===== src/rtl/uart_io_resp.sv =====
`default_nettype none
// ============================================================================
// Module      : uart_io_resp
// Description : UART request responder between the exec stage and the byte
//               transceiver. It serialises 1-4 byte words MSB-first to TX and
//               assembles 1-4 RX bytes from a FIFO into a zero-extended word.
//               Define UART_IO_OVERRUN_EN to add the rx_overrun flag and its
//               rx_overrun_clr input.
// Revision    : 1.0 - initial release
// ============================================================================
module uart_io_resp #(
    parameter int RX_FIFO_DEPTH = 16,
    parameter int RX_PTR_W      = 4
) (
    input  logic        clk,
    input  logic        rstn,
    input  logic        uart_wenable,
    input  logic [1:0]  uart_wsz,
    input  logic [31:0] uart_wd,
    output logic        uart_wdone,
    input  logic        uart_renable,
    input  logic [1:0]  uart_rsz,
    output logic [31:0] uart_rd,
    output logic        uart_rdone,
    output logic [7:0]  tx_data,
    output logic        tx_valid,
    input  logic        tx_ready,
    input  logic [7:0]  rx_data,
    input  logic        rx_valid,
    output logic        w_busy,
`ifdef UART_IO_OVERRUN_EN
    input  logic        rx_overrun_clr,
    output logic        rx_overrun,
`endif
    output logic        r_busy
);

    localparam logic [1:0] c_W_IDLE    = 2'd0;
    localparam logic [1:0] c_W_SEND    = 2'd1;
    localparam logic [1:0] c_W_DONE    = 2'd2;
    localparam logic [1:0] c_R_IDLE    = 2'd0;
    localparam logic [1:0] c_R_COLLECT = 2'd1;
    localparam logic [1:0] c_R_DONE    = 2'd2;
    localparam logic [RX_PTR_W:0] c_PTR_ONE = {{RX_PTR_W{1'b0}}, 1'b1};

    logic [1:0]          r_wstate;
    logic [31:0]         r_wdata;
    logic [2:0]          r_wcnt;
    logic [1:0]          r_rstate;
    logic [2:0]          r_rcnt;
    logic [23:0]         r_acc;
    logic [RX_PTR_W:0]   r_wptr;
    logic [RX_PTR_W:0]   r_rptr;
    logic [7:0]          r_mem [RX_FIFO_DEPTH];

    logic                w_empty;
    logic                w_full;
    logic                w_pop;
    logic                w_push;
    logic [7:0]          w_rbyte;

    // ------------------------------------------------------------------------
    // Write engine: the word is pre-aligned so the next byte is always [31:24]
    // and zeros shift in behind it, leaving tx_data at 0 once the word is sent.
    // ------------------------------------------------------------------------
    always_ff @(posedge clk or negedge rstn) begin
        if (!rstn) begin
            r_wstate   <= c_W_IDLE;
            r_wdata    <= '0;
            r_wcnt     <= '0;
            tx_valid   <= 1'b0;
            uart_wdone <= 1'b0;
        end else begin
            case (r_wstate)
                c_W_IDLE: begin
                    uart_wdone <= 1'b0;
                    if (uart_wenable) begin
                        r_wdata  <= uart_wd << {~uart_wsz, 3'b000};
                        r_wcnt   <= {1'b0, uart_wsz} + 3'd1;
                        tx_valid <= 1'b1;
                        r_wstate <= c_W_SEND;
                    end
                end
                c_W_SEND: begin
                    if (tx_ready) begin
                        r_wdata <= {r_wdata[23:0], 8'h00};
                        r_wcnt  <= r_wcnt - 3'd1;
                        if (r_wcnt == 3'd1) begin
                            tx_valid   <= 1'b0;
                            uart_wdone <= 1'b1;
                            r_wstate   <= c_W_DONE;
                        end
                    end
                end
                c_W_DONE: begin
                    uart_wdone <= 1'b0;
                    r_wstate   <= c_W_IDLE;
                end
                default: r_wstate <= c_W_IDLE;
            endcase
        end
    end

    assign tx_data = r_wdata[31:24];
    assign w_busy  = (r_wstate != c_W_IDLE);

    // ------------------------------------------------------------------------
    // RX FIFO: extra pointer bit separates full from empty
    // ------------------------------------------------------------------------
    assign w_empty = (r_wptr == r_rptr);
    assign w_full  = (r_wptr[RX_PTR_W] != r_rptr[RX_PTR_W]) &&
                     (r_wptr[RX_PTR_W-1:0] == r_rptr[RX_PTR_W-1:0]);
    assign w_pop   = (r_rstate == c_R_COLLECT) && !w_empty;
    // A pop in the same cycle frees the slot being written, so a full push is safe
    assign w_push  = rx_valid && (!w_full || w_pop);
    assign w_rbyte = r_mem[r_rptr[RX_PTR_W-1:0]];

    always_ff @(posedge clk) begin
        if (w_push) begin
            r_mem[r_wptr[RX_PTR_W-1:0]] <= rx_data;
        end
    end

    always_ff @(posedge clk or negedge rstn) begin
        if (!rstn) begin
            r_wptr <= '0;
            r_rptr <= '0;
        end else begin
            if (w_push) r_wptr <= r_wptr + c_PTR_ONE;
            if (w_pop)  r_rptr <= r_rptr + c_PTR_ONE;
        end
    end

`ifdef UART_IO_OVERRUN_EN
    always_ff @(posedge clk or negedge rstn) begin
        if (!rstn) begin
            rx_overrun <= 1'b0;
        end else if (rx_valid && w_full && !w_pop) begin
            rx_overrun <= 1'b1;
        end else if (rx_overrun_clr) begin
            rx_overrun <= 1'b0;
        end
    end
`endif

    // ------------------------------------------------------------------------
    // Read engine: first byte popped ends up most significant
    // ------------------------------------------------------------------------
    always_ff @(posedge clk or negedge rstn) begin
        if (!rstn) begin
            r_rstate   <= c_R_IDLE;
            r_rcnt     <= '0;
            r_acc      <= '0;
            uart_rd    <= '0;
            uart_rdone <= 1'b0;
        end else begin
            case (r_rstate)
                c_R_IDLE: begin
                    uart_rdone <= 1'b0;
                    if (uart_renable) begin
                        r_rcnt   <= {1'b0, uart_rsz} + 3'd1;
                        r_acc    <= '0;
                        r_rstate <= c_R_COLLECT;
                    end
                end
                c_R_COLLECT: begin
                    if (w_pop) begin
                        r_acc  <= {r_acc[15:0], w_rbyte};
                        r_rcnt <= r_rcnt - 3'd1;
                        if (r_rcnt == 3'd1) begin
                            uart_rd    <= {r_acc, w_rbyte};
                            uart_rdone <= 1'b1;
                            r_rstate   <= c_R_DONE;
                        end
                    end
                end
                c_R_DONE: begin
                    uart_rdone <= 1'b0;
                    r_rstate   <= c_R_IDLE;
                end
                default: r_rstate <= c_R_IDLE;
            endcase
        end
    end

    assign r_busy = (r_rstate != c_R_IDLE);

endmodule
`default_nettype wire


===== config.mk =====
export PLATFORM = sky130hd
export DESIGN_NAME = uart_io_resp
export DESIGN_NICKNAME = d
export VERILOG_FILES = /design/src/rtl/uart_io_resp.sv
export SDC_FILE = /design/constraint.sdc
export NUM_CORES = 1
export LEC_CHECK = 0
export BUFFER_PORTS_ARGS = -buffer_cell sky130_fd_sc_hd__buf_2
export CAP_MARGIN = 20
export CORE_MARGIN = 2
export CORE_UTILIZATION = 53
export DETAILED_ROUTE_END_ITERATION = 8
export PLACE_DENSITY = 0.78
export SETUP_SLACK_MARGIN = 0.1
export SLEW_MARGIN = 20
export SYNTH_ARGS = -nofsm -noshare
export SYNTH_HDL_FRONTEND = slang
export SYNTH_SLANG_ARGS = --single-unit

===== constraint.sdc =====
create_clock -name clk -period 2.29 [get_ports clk]
set_input_delay 0.3435 -clock clk [delete_from_list [all_inputs] [get_ports clk]]
set_output_delay 0.3435 -clock clk [all_outputs]
set_load 0.01 [all_outputs]

==> summary.txt <==
STA
  – Final cycle utilization of the critical path: between 90% and 100%
  – Worst-margin pin slew: 0.807 ns
  – Fin Setup TNS: 0 ns
  – Setup violation total in the final timing report: 0
  – Max Fclk: 0.483 GHz
  – Fin Clk Skew: 0.0235 ns
  – RSZ-0062 raised after global routing: no
  – Final hold violations: 0
  – Rel. slew slack: 46.0%
  – Final Max Slew Viols: 0
  – Final min period: 2.07 ns

Logic synthesis
  – Async SR Flop Fraction: 46.4%
  – Sequential area share after synthesis: 65.6%
  – Commonest cells in the netlist: 128 x edfxtp_1, 111 x dfrtp_1, 52 x nand2_1
  – EDFF count, synth: about 130
  – Leading area contributor after synthesis: edfxtp_1
  – Synthesized instance count: 662
  – Ys flop type: edfxtp_1
  – Syn Area/Cell: 15.2 µm²
  – Netlist cell types: 45
  – Most frequent cell after synthesis: edfxtp_1
  – Top cell type's share of synthesized area: 38.1%
  – Synth Net Count: 723
  – Top cells by area, synth: edfxtp_1 38%, dfrtp_1 28%, mux4_2 7.1%, mux2_4 4.2%, a22o_1 2.8%
  – Register bit total from synthesis: 239
  – Synthesized cell area: 10100 µm²
  – Warnings from Yosys: 0

Route
  – DR vias: roughly 6k
  – Vias/cell: 5.96
  – Drt first pass iters: 5
  – Total Routed Length: 21100 µm
  – DRC: 0
  – Drt first-iter violations: around 500
  – Routed length per instance: 20.7 µm
  – ANT nets after route: 0

Placed design
  – GP Congestion: between 0.8 and 0.9
  – Post-DP HPWL: 14200 µm
  – Cell Count Post-Placement: 972
  – Port Buffers: 94

Cells and area
  – Layout cell share with drive strength beyond 1: between 30 and 40%
  – ANT cells: 0
  – Non-filler cells, final: 1019
  – Fin nets: 827
  – Area Growth Syn to Fin: 16.5%

Worst setup path
  – Critical Path Start Type: register
  – Worst-path maximum fanout: 34
  – Crit path buffers/inverters: 1
  – Crit path arrival time: approximately 2.5 ns
  – Critical path class: reg2reg
  – Setup crit end kind: register
  – Slowest Stage Delay on Critical Path: 0.49 ns
  – Slowest cell on the critical path: or3_2
  – Crit-path cells: xnor2_1 > nand4_2 > nor2_1 > or3_2 > buf_12 > mux2_4
  – CP delay by family, top: simple AND/OR/NAND/NOR gates
  – Required @ worst endpoint: 2.69 ns

Global routing
  – First-pass GRT wire length: 33500 µm
  – Number of global-route vias before repair: 6083
  – Antenna violations before repair: 0
  – GRT Total Usage: about a fifth
  – Largest net degree at the start of global routing: 47
  – Total gr overflow: 0

Run
  – Max-Cap Viols: 0

Clocking
  – Total CTS buffers: 25
  – H-tree Lvls: 1
  – CTS root buf: clkbuf_16
  – Clk sinks: approximately 240
  – Clk_lat worst skew: 0.54 ns
  – CTS tree: done
  – Clock slew at reported path FFs: roughly 0.06 ns
  – Setup Fix Bufs, Post-CTS: 0
  – Max clock buf depth: 3

Die
  – Die area: 20200 µm²
  – Starting Density: 53.9%
  – Die Ht: ~140 µm
  – # IOs: 95
  – Core Rows: 50
  – Core area: 18700 µm²
  – Width of the chip: roughly 140 µm

Status
  – Status: complete, no violations

Power
  – Cell Pwr Density: 1370 nW/µm²
  – Maximum vdd ir drop: 0.754 mV
  – Leak: 4.89 nW

Hold path
  – Worst Hold Class: in2reg
cell usage in the layout, fill, tap and decap left out, drive strengths merged, types with 2 or more instances in the layout:
master,n
buf,129
edfxtp,128
dfrtp,111
nand2,52
mux2,49
nor2,45
mux4,32
a22o,32
clkbuf,31
o21ai,24
a22oi,17
inv,13
ha,11
xnor2,10
o211ai,10
mux2i,8
a31oi,8
a221oi,8
a221o,7
nor3,7
clkinv,7
nand2b,6
clkinvlp,5
nand4,4
a21oi,4
xor2,3
nor2b,3
o21a,2
and2,2
nand3,2
bufinv,2
o31ai,2
registers in the layout, summed over array words and instances, names as in the netlist:
register and flops:
r_wstate 2, uart_rdone 1, r_wcnt 3, r_wptr 5, uart_wdone 1, r_rstate 2, r_acc 24, tx_valid 1
uart_rd 32, r_rptr 5, r_mem 128, r_wdata 32, r_rcnt 3
worst paths after layout:
| kind | from | endpoint | slack, ns | cells past startpoint |
|---|---|---|---|---|
| max | r_rptr[0] | uart_rd[0] | 0.22 | 6 |
| min in group asynchronous | rstn | uart_rd[31] | 0.36 | 2 |
| min | uart_wenable | tx_valid | 0.09 | 2 |
| max in group asynchronous | rstn | r_acc[5] | 1.29 | 3 |
| max reg2reg | r_rptr[0] | uart_rd[0] | 0.22 | 6 |
| min reg2reg | r_wdata[17] | r_wdata[17] | 0.48 | 2 |
kinds of logic (layout without fill, tap and decap cells):
logic type / after synthesis / in the layout / share of synthesized area [%]
buf+inv: 65 / 188 / 3.24
flops: 239 / 239 / 65.6
mux: 89 / 89 / 14.4
simple gates: 127 / 127 / 5.47
compound gates: 118 / 118 / 8.73
xor+xnor: 13 / 13 / 1.13
fa+ha+maj: 11 / 11 / 1.36
metal layers:
layer	GRT usage [%]	vias up	routed length, µm
li1	-	2697	-
met1	30.2	3080	9050
met2	34.6	258	10200
met3	3.67	34	1410
met4	6.21	0	413
met5	0	-	0
final cells by class:
type                    instances  area (µm²)
repair buffers                130         778
fillers                      1315        6950
clock buffers                  31         703
well taps                     234         293
multi-input cells             358        3170
flip-flops and latches        239        6620
inverters                      12        45.0
clock inverters                15         145
power breakdown:
group	internal, W	total, W	switching (W)
Clock	0.00242	0.00406	0.00164
Combinational	0.00267	0.00573	0.00307
Sequential	0.00564	0.00633	0.000690
Total	0.0107	0.0161	0.00540
what timing repair did:
item / CTS / global route
hold buffers: 1 / 0
setup endpoints to repair: 0 / 2
hold endpoints to repair: 43 / 0
gates resized for setup: 0 / 2
worst register-to-register path, cell delays in order, from the launching register on:
cell	delay, ns
dfrtp_1	0.47
xnor2_1	0.19
nand4_2	0.15
nor2_1	0.08
or3_2	0.49
buf_12	0.21
mux2_4	0.36
through the flow:
step / power (W) / util (%) / hold slack (ns) / cell area (µm²) / worst slack [ns]
after floorplan: 0.0104 / - / 0.0479 / 10100 / 0.00534
after global placement: 0.0118 / 58.2 / 0.379 / 10900 / 0.277
after detailed placement: 0.0121 / 58.2 / 0.393 / 10900 / 0.194
after CTS: 0.0162 / 62.8 / 0.0735 / 11700 / 0.169
after global routing: 0.0170 / 62.8 / 0.0735 / 11800 / 0.149
final: 0.0161 / 62.8 / 0.0873 / 11800 / 0.220
(Power assumes the default switching activity.)
